**config.mk**
```make
export PLATFORM = sky130hd
export DESIGN_NAME = bound_flasher_fp_adder
export DESIGN_NICKNAME = d
export VERILOG_FILES = /design/src/rtl/fp32_pkg.sv /design/src/rtl/lzc24.sv /design/src/rtl/bound_flasher_fp_adder.sv
export SDC_FILE = /design/constraint.sdc
export NUM_CORES = 1
export LEC_CHECK = 0
export CAP_MARGIN = 30
export CORE_MARGIN = 2
export CORE_UTILIZATION = 35
export DETAILED_ROUTE_END_ITERATION = 7
export PLACE_DENSITY = 0.51
export SYNTH_ARGS = -nofsm -noshare
export SYNTH_HDL_FRONTEND = slang
export SYNTH_SLANG_ARGS = --single-unit
```
**constraint.sdc**
```tcl
create_clock -name clk -period 14.2 [get_ports clk]
set_input_delay 2.84 -clock clk [delete_from_list [all_inputs] [get_ports clk]]
set_output_delay 2.84 -clock clk [all_outputs]
set_load 0.02 [all_outputs]
```
**src/rtl/fp32_pkg.sv**
```systemverilog
// Shared binary32 definitions for the floating-point ALU: field widths, constants,
// and the unpack/pack helpers used by the adder datapath.
package fp32_pkg;

    localparam int EXP_W  = 8;
    localparam int FRAC_W = 23;
    localparam int BIAS   = 127;

    localparam logic [EXP_W-1:0] EXP_MAX = 8'hFF;
    localparam logic [31:0]      QNAN    = 32'h7FC0_0000;
    localparam logic [31:0]      POS_INF = 32'h7F80_0000;

    typedef struct packed {
        logic             sign;
        logic [EXP_W-1:0] exp;
        logic [FRAC_W:0]  man;   // significand with the hidden bit restored
    } fp_unpacked_t;

    // Subnormal inputs flush to zero: the hidden bit is present only for exp != 0.
    function automatic fp_unpacked_t fp_unpack(input logic [31:0] bits);
        fp_unpacked_t u;
        u.sign = bits[31];
        u.exp  = bits[30:23];
        u.man  = (bits[30:23] != '0) ? {1'b1, bits[22:0]} : '0;
        return u;
    endfunction

    function automatic logic [31:0] fp_pack(input logic sign,
                                            input logic [EXP_W-1:0] exp,
                                            input logic [FRAC_W-1:0] frac);
        return {sign, exp, frac};
    endfunction

endpackage

```
**src/rtl/lzc24.sv**
```systemverilog
// 24-bit leading-zero counter; an all-zero input reports 24.
module lzc24 (
    input  logic [23:0] value,
    output logic [4:0]  count
);

    // Scanning upward lets the highest set bit make the final assignment.
    always_comb begin
        count = 5'd24;
        for (int i = 0; i < 24; i++) begin
            if (value[i]) count = 5'(23 - i);
        end
    end

endmodule

```
**src/rtl/bound_flasher_fp_adder.sv**
```systemverilog
// Registered binary32 adder (align / add / normalize / round-to-nearest-even, one output register).
// Define FP_SPECIALS_EN to add NaN and infinity handling on the inputs.
module bound_flasher_fp_adder
    import fp32_pkg::*;
(
    input  logic        clk,
    input  logic        rst,
    input  logic [31:0] para1,
    input  logic [31:0] para2,
    output logic [31:0] out,
    output logic        under_overflow
);

    fp_unpacked_t op1, op2, a, b;
    logic         swap;
    logic [7:0]   diff;
    logic [49:0]  b_shift;
    logic [26:0]  a_ext, b_ext;
    logic [27:0]  sum;
    logic [4:0]   lz;
    logic [26:0]  norm;
    logic signed [9:0] exp_n, exp_r;
    logic         round_up;
    logic [24:0]  mant_r;
    logic [22:0]  frac_r;
    logic [31:0]  res;
    logic         res_flag;

    assign op1 = fp_unpack(para1);
    assign op2 = fp_unpack(para2);

    // Larger magnitude goes to A so the mantissa subtraction never goes negative.
    assign swap = {op2.exp, op2.man} > {op1.exp, op1.man};
    assign a    = swap ? op2 : op1;
    assign b    = swap ? op1 : op2;
    assign diff = a.exp - b.exp;

    // Working format: 24-bit significand followed by guard, round and sticky bits.
    assign a_ext   = {a.man, 3'b000};
    assign b_shift = {b.man, 26'b0} >> diff;
    assign b_ext   = (diff >= 8'd26) ? {26'b0, |b.man}
                                     : {b_shift[49:24], |b_shift[23:0]};

    assign sum = (a.sign == b.sign) ? {1'b0, a_ext} + {1'b0, b_ext}
                                    : {1'b0, a_ext} - {1'b0, b_ext};

    // An all-zero top field after cancellation can only leave the guard bit set,
    // so the count of 24 moves it straight to the hidden-bit position.
    lzc24 u_lzc (
        .value (sum[26:3]),
        .count (lz)
    );

    always_comb begin
        if (sum[27]) begin
            norm  = {sum[27:2], sum[1] | sum[0]};
            exp_n = $signed({2'b00, a.exp}) + 10'sd1;
        end else begin
            norm  = sum[26:0] << lz;
            exp_n = $signed({2'b00, a.exp}) - $signed({5'b00000, lz});
        end
    end

    assign round_up = norm[2] & (norm[1] | norm[0] | norm[3]);
    assign mant_r   = {1'b0, norm[26:3]} + 25'(round_up);
    assign exp_r    = mant_r[24] ? exp_n + 10'sd1 : exp_n;
    assign frac_r   = mant_r[24] ? mant_r[23:1] : mant_r[22:0];

    always_comb begin
        res      = fp_pack(a.sign, exp_r[7:0], frac_r);
        res_flag = 1'b0;
        if (op1.exp == '0 && op2.exp == '0) begin
            res = {op1.sign & op2.sign, 31'b0};
        end else if (sum == '0) begin
            res = 32'h0000_0000;
        end else if (exp_r >= 10'sd255) begin
            res      = fp_pack(a.sign, EXP_MAX, '0);
            res_flag = 1'b1;
        end else if (exp_r <= 10'sd0) begin
            res      = {a.sign, 31'b0};
            res_flag = 1'b1;
        end
`ifdef FP_SPECIALS_EN
        if ((para1[30:23] == EXP_MAX && para1[22:0] != '0) ||
            (para2[30:23] == EXP_MAX && para2[22:0] != '0) ||
            (para1[30:0] == POS_INF[30:0] && para2[30:0] == POS_INF[30:0] &&
             para1[31] != para2[31])) begin
            res      = QNAN;
            res_flag = 1'b0;
        end else if (para1[30:0] == POS_INF[30:0]) begin
            res      = para1;
            res_flag = 1'b0;
        end else if (para2[30:0] == POS_INF[30:0]) begin
            res      = para2;
            res_flag = 1'b0;
        end
`endif
    end

    // NOTE: state registers use non-blocking assignments so every flop samples pre-edge values.
    always_ff @(posedge clk) begin
        if (rst) begin
            out            <= 32'h0000_0000;
            under_overflow <= 1'b0;
        end else begin
            out            <= res;
            under_overflow <= res_flag;
        end
    end

endmodule

```
### Word level (Yosys, flattened, before mapping)

Cells that the tools add are included.

| word-level totals | value |
|---|---|
| bits in registers | 33 |
| input bits | 66 |
| output and inout bits | 33 |
| RAM bits | 0 |
| bits in latches | 0 |
| ROM bits | 0 |
| memories kept | 0 |

| operators by class | value |
|---|---|
| divide/modulo/power cells | 0 |
| order comparisons | 4 |
| eq/ne operators | 1 |
| reductions and logical operators | 10 |
| mux-type cells | 40 |
| $mul | 0 |
| shift-type cells | 2 |
| add/sub/neg operators | 7 |
| bitwise logic cells | 5 |

Operators with widths:

| operator | count |
|---|---|
| two-way mux 5 bit | 16 |
| two-way mux 33 bit | 2 |
| two-way mux 32 bit | 2 |
| two-way mux 31 bit | 2 |
| two-way mux 27 bit | 2 |
| >> shifter 50 x 8 -> 50 bit | 1 |
| two-way mux 24 bit | 2 |
| OR reduction 24 bit | 2 |
| greater-than comparator 32 bit | 1 |
| two-way mux 4 bit | 8 |
| adder 27 x 27 -> 28 bit | 1 |
| zero test 28 bit | 1 |
| two-way mux 28 bit | 1 |
| subtractor 27 x 27 -> 28 bit | 1 |
| << shifter 27 x 5 -> 27 bit | 1 |
| adder 24 x 1 -> 25 bit | 1 |
| two-way mux 23 bit | 1 |
| two-way mux 10 bit | 2 |
| zero test 8 bit | 2 |
| nonzero test 8 bit | 2 |
| adder 10 x 2 -> 10 bit, second input constant | 1 |
| greater-or-equal comparator 10 x 9 -> 1 bit, second input constant | 1 |
| <= comparator 10 x 1 -> 1 bit, second input constant | 1 |
| adder 8 x 1 -> 9 bit, second input constant | 1 |
| 10 further kinds | 14 |

### Longest topological paths before layout

| depth | value |
|---|---|
| word-level depth | 46 |
| gate-level depth with buffers | 71 |
| depth with buffers taken out | 63 |

### By module

A second synthesis with hierarchy kept.

| second synthesis, totals | value |
|---|---|
| cells, all modules | 2,350 |
| area total of the unflattened synthesis | 15,453.6 um^2 |

Modules (own cells, without submodules):

| module | area an instance (um^2) | cells an instance | times used |
|---|---|---|---|
| bound_flasher_fp_adder | 15,188.3 | 2,302 | 1 |
| lzc24 | 265.3 | 48 | 1 |

### Worst setup path after synthesis

OpenSTA, ideal clock, no wires.

| path | value |
|---|---|
| kind | input-to-reg |
| start point | in para1[23] |
| end point | reg out[11] |
| path buffers | 11 |
| setup time | 88 ps |
| stages | 64 |
| arrival time | 14,610 ps |
| setup slack | -498 ps |
| data required time | 14,112 ps |
| cells stage by stage | nor4_1 -> nand2_1 -> clkbuf_1 -> inv_1 -> clkbuf_1 -> ha_1 -> a21oi_1 -> o21ai_0 -> a221oi_1 -> a31o_2 -> buf_2 -> and3_1 -> nor2_1 -> ha_1 -> a31o_2 -> or3_1 -> buf_4 -> nand2_8 -> [... 28 more ...] -> inv_6 -> buf_6 -> buf_2 -> ha_1 -> a21o_1 -> a21oi_1 -> o21bai_1 -> a21oi_1 -> a21oi_1 -> xnor2_1 -> nor2_1 -> nand2_1 -> or4_1 -> nor3_2 -> xnor2_2 -> nand2b_4 -> buf_6 -> nor4_2 |

| between the ends | value |
|---|---|
| longest elaborated chain between the ends | 43 |
| elaborated cells on any way between the ends | 58 |

RTL lines:

| what | line | RTL |
|---|---|---|
| from (decl) | bound_flasher_fp_adder.sv:8 | `input logic [31:0] para1,` |
| nonzero test 8 bit | fp32_pkg.sv:24 | `u.man = (bits[30:23] != '0) ? {1'b1, bits[22:0]} : '0;` |
| two-way mux 24 bit | fp32_pkg.sv:24 |  |
| greater-than comparator 32 bit | bound_flasher_fp_adder.sv:33 | `assign swap = {op2.exp, op2.man} > {op1.exp, op1.man};` |
| two-way mux 33 bit (on tied branches) | bound_flasher_fp_adder.sv:34, bound_flasher_fp_adder.sv:35 |  |
| subtractor 8 bit | bound_flasher_fp_adder.sv:36 | `assign diff = a.exp - b.exp;` |
| >> shifter 50 x 8 -> 50 bit | bound_flasher_fp_adder.sv:40 | `assign b_shift = {b.man, 26'b0} >> diff;` |
| OR reduction 24 bit | bound_flasher_fp_adder.sv:42 | `: {b_shift[49:24], \|b_shift[23:0]};` |
| two-way mux 27 bit | bound_flasher_fp_adder.sv:41 | `assign b_ext = (diff >= 8'd26) ? {26'b0, \|b.man}` |
| [... 26 more ...] | n/a |  |
| << shifter 27 x 5 -> 27 bit | bound_flasher_fp_adder.sv:59 | `norm = sum[26:0] << lz;` |
| two-way mux 27 bit | bound_flasher_fp_adder.sv:55 | `if (sum[27]) begin` |
| bitwise OR 1 bit (2 in series) | bound_flasher_fp_adder.sv:64 | `assign round_up = norm[2] & (norm[1] \| norm[0] \| norm[3]);` |
| AND 1 bit | bound_flasher_fp_adder.sv:64 |  |
| adder 24 x 1 -> 25 bit | bound_flasher_fp_adder.sv:65 | `assign mant_r = {1'b0, norm[26:3]} + 25'(round_up);` |
| two-way mux 10 bit | bound_flasher_fp_adder.sv:66 | `assign exp_r = mant_r[24] ? exp_n + 10'sd1 : exp_n;` |
| greater-or-equal comparator 10 x 9 -> 1 bit or <= comparator 10 x 1 -> 1 bit (tied branches) | bound_flasher_fp_adder.sv:76, bound_flasher_fp_adder.sv:79 |  |
| OR reduction 5 bit (no source line) | n/a |  |
| to (signal assigned) | bound_flasher_fp_adder.sv:106 | `out <= res;` |
| to (decl) | bound_flasher_fp_adder.sv:10 | `output logic [31:0] out,` |

Parallel ways exist; a longest one is shown, timed or not.
A chain may end at the register's enable or synchronous reset.

### Final worst setup path

| path | value |
|---|---|
| start point | in para2[27] |
| end point | reg out[22] |

| between the ends | value |
|---|---|
| longest elaborated chain between the ends | 43 |
| elaborated cells on any way between the ends | 58 |

RTL lines:

| what | line | RTL |
|---|---|---|
| from (decl) | bound_flasher_fp_adder.sv:9 | `input logic [31:0] para2,` |
| nonzero test 8 bit | fp32_pkg.sv:24 |  |
| two-way mux 24 bit | fp32_pkg.sv:24 |  |
| greater-than comparator 32 bit | bound_flasher_fp_adder.sv:33 |  |
| two-way mux 33 bit (on tied branches) | bound_flasher_fp_adder.sv:34, bound_flasher_fp_adder.sv:35 |  |
| subtractor 8 bit | bound_flasher_fp_adder.sv:36 |  |
| >> shifter 50 x 8 -> 50 bit | bound_flasher_fp_adder.sv:40 |  |
| OR reduction 24 bit | bound_flasher_fp_adder.sv:42 |  |
| two-way mux 27 bit | bound_flasher_fp_adder.sv:41 |  |
| [... 26 more ...] | n/a |  |
| << shifter 27 x 5 -> 27 bit | bound_flasher_fp_adder.sv:59 |  |
| two-way mux 27 bit | bound_flasher_fp_adder.sv:55 |  |
| bitwise OR 1 bit (2 in series) | bound_flasher_fp_adder.sv:64 |  |
| AND 1 bit | bound_flasher_fp_adder.sv:64 |  |
| adder 24 x 1 -> 25 bit | bound_flasher_fp_adder.sv:65 |  |
| two-way mux 10 bit | bound_flasher_fp_adder.sv:66 |  |
| greater-or-equal comparator 10 x 9 -> 1 bit or <= comparator 10 x 1 -> 1 bit (tied branches) | bound_flasher_fp_adder.sv:76, bound_flasher_fp_adder.sv:79 |  |
| OR reduction 5 bit (no source line) | n/a |  |

Parallel ways exist; a longest one is shown, timed or not.

==> impl_metrics.ini <==
[outcome]
status = finished, violations left
violations = negative setup slack

[global_routing]
grt_use_total_pct = 34.09
grt_max_degree = 61
first_global_vias = 17920
grt_overflow = 0
grt_pass1_wl_microns = 104000
grt_antenna_before_repair = 1

[flow_run]
drv_cap = 0

[routing]
drt_iter0_drc = 1748
drc_errors = 0
wl_per_cell_microns = 22.11
dr_wl_met3_microns = 4935
ant_nets = 0
num_vias = 18921
routed_wl_microns = 70930
viasPerCell = 5.898
met1_length_microns = 31180
first_pass_iters = 6
dr_wl_met2_microns = 32530
top_layer_used = met5

[pwr]
internal_power_uw = 1245
p_leak_uw = 0.009862
power.density_nw_per_um2 = 116.8
sw_frac_of_total_pct = 50.96
comb_power_share_pct = 91.0
seqPwrFrac_pct = 5.2
switching_power_uw = 1294
vdd_ir_drop_max_mv = 0.05175
p_clk_share_pct = 3.8

[timing]
fin_crit_sh_pct = 100.3
final_max_slew_viol_count = 0
rsz0062_at_grt = true
hold_viol = 0
period_needed_ns = 14.24
worst_slew_pin_slew_ns = 1.106
worst_slack_ns = -0.04025
setup_viol = 11
fmax_mhz = 70.22
slew_headroom_pct = 25.46

[finish]
layout.nets = 2859
multi_input_area_sq_um = 12820
final_util_pct = 58.12
layout_common_cells = 714 x buf_4, 211 x nand2_1, 150 x nor2_1
regArea_sq_um = 660.6
syn_to_final_growth_pct = 64.65
fin_cells = 3208
drive_above_1_share_pct = 40.45
final_common_cell = buf_4
fillers = 3586
antenna_cells = 0

[synthesis]
synth-edff-count = 0
synth_ff_type = dfxtp_1
postSynthAreaPerCell_sq_um = 6.702
async_flop_share_pct = 0
synth_seq_cells = 33
yosys_warnings = 0
synth_top_area_cell = ha_1
syn_nets = 2131
synthTopCellsByArea = ha_1 8.8%, nand2_1 6.5%, a21oi_1 6.4%
syn_inst = 1970
ys_types = 117
synth_seq_area_share_pct = 5.004
synth_area_sq_um = 13200
yosys.area.top_type_share_pct = 8.813

[worst_setup_path]
crit_type = input pin to register
crit_arrival_ns = 14.43
cp-startpoint = para2[27]
end_kind = register
critPathSlowestCell = or4_4
critPathBufInv = 9
path_delay_family = simple AND/OR/NAND/NOR gates
worstPathMaxFanout = 8
cpPeakStageDelay_ns = 0.56
cp-start-kind = input pin
worst_ep_required_time_ns = 14.39

[floorplanning]
die_w_microns = 198.2
boundaryPins = 99
design.die.area_sq_um = 39290
start_util_pct = 35.30
rows = 71
die_h_microns = 198.2
core_region_area_sq_um = 37400

[placement]
port_buffers = 98
finalWeightedCongestion = 0.9998
place_hpwl_microns = 56810
placed_cells = 3122

[clock_network]
cts-root-buf = clkbuf_16
htreeDepth = 2
cts_buffers = 5
clockBufferDepth = 2
tritoncts_num_sinks = 33
tritoncts = done
cts.clk_slew.worst_paths_ns = 0.05

[hold_path]
hold_class = input pin to register
hold_start = rst
-- through the flow --
step	power, uW	setup slack [ns]	instance area [sq um]	TNS (ns)	hold WS (ns)
detailed placement	2176	-1.409	19450	-41.01	3.527
CTS	2353	0.006919	20260	0	3.256
global route	2672	-0.4655	21740	-12.08	3.340
finish	2539	-0.04025	21740	-0.2045	3.250
global placement	2181	-1.299	19450	-38.34	3.508
floorplan	1177	0.02033	13280	0	3.024
-- power by group through the flow --
stage	Clock (uW)	Sequential, uW	Combinational (uW)
detailed placement	0	136	2040
floorplan	0	172	1010
finish	96.1	133	2310
global placement	0	136	2050
CTS	96.8	134	2120
global route	99.4	136	2440
-- metal layers --
metal / vias to the layer above / GRT usage [%]
met3: 145 / 3.083
met1: 9085 / 46.62
met4: 2 / 9.412
met5: - / 0
li1: 8867 / -
met2: 822 / 57.00
-- final timing paths --
check / cells past startpoint / end / slack (ns)
setup / recovery: 61 / out[22] / -0.04
hold / removal: 3 / out[31] / 3.25
-- synth_stat cells, drive strengths merged (23+ instances only) --
cell type / count
nand2: 231
mux2i: 54
nor4: 32
inv: 106
clkbuf: 77
o21ai: 153
a21oi: 173
nor2: 161
o211ai: 31
a211oi: 46
nor3: 82
nand3: 80
a21o: 27
or3: 24
nand4: 27
and2: 33
o31ai: 23
xnor2: 35
ha: 93
dfxtp: 33
or2: 23
buf: 59
-- tightest hold or removal path, cell delays in order --
cell and delay [ns]:
clkdlybuf4s50_1 0.43, nand3b_1 0.16, o21ai_0 0.06
-- state kept, by name (all words and copies together) (netlist names) --
name            cells
out                32
under_overflow      1
-- what timing repair did --
action,CTS,global route
endpoints found under the setup margin,32,32
hold buffers,0,0
pin swaps,49,111
gates resized for setup,98,214
setup buffers,24,48
gates cloned,2,6
-- layout make-up --
| cell class | count | share of cell area (%) |
|---|---|---|
| flip-flops and latches | 33 | 3.039 |
| multi-input cells | 1695 | 58.97 |
| well taps | 511 | 2.941 |
| clock buffers | 5 | 0.5756 |
| repair buffers | 856 | 32.57 |
| inverters | 107 | 1.882 |
| clock inverters | 1 | 0.02302 |
-- logic make-up after synthesis --
| group | Yosys count | share of synthesized area (%) |
|---|---|---|
| buffers and inverters | 243 | 8.159 |
| XOR/XNOR | 56 | 3.829 |
| adder cells (fa/ha/maj) | 95 | 9.117 |
| AND/OR/NAND/NOR | 762 | 29.44 |
| AO/OA/AOI/OAI | 691 | 35.92 |
| multiplexers | 90 | 8.539 |
| flip-flops | 33 | 5.004 |
No activity file was read; power rests on OpenSTA's default activity.
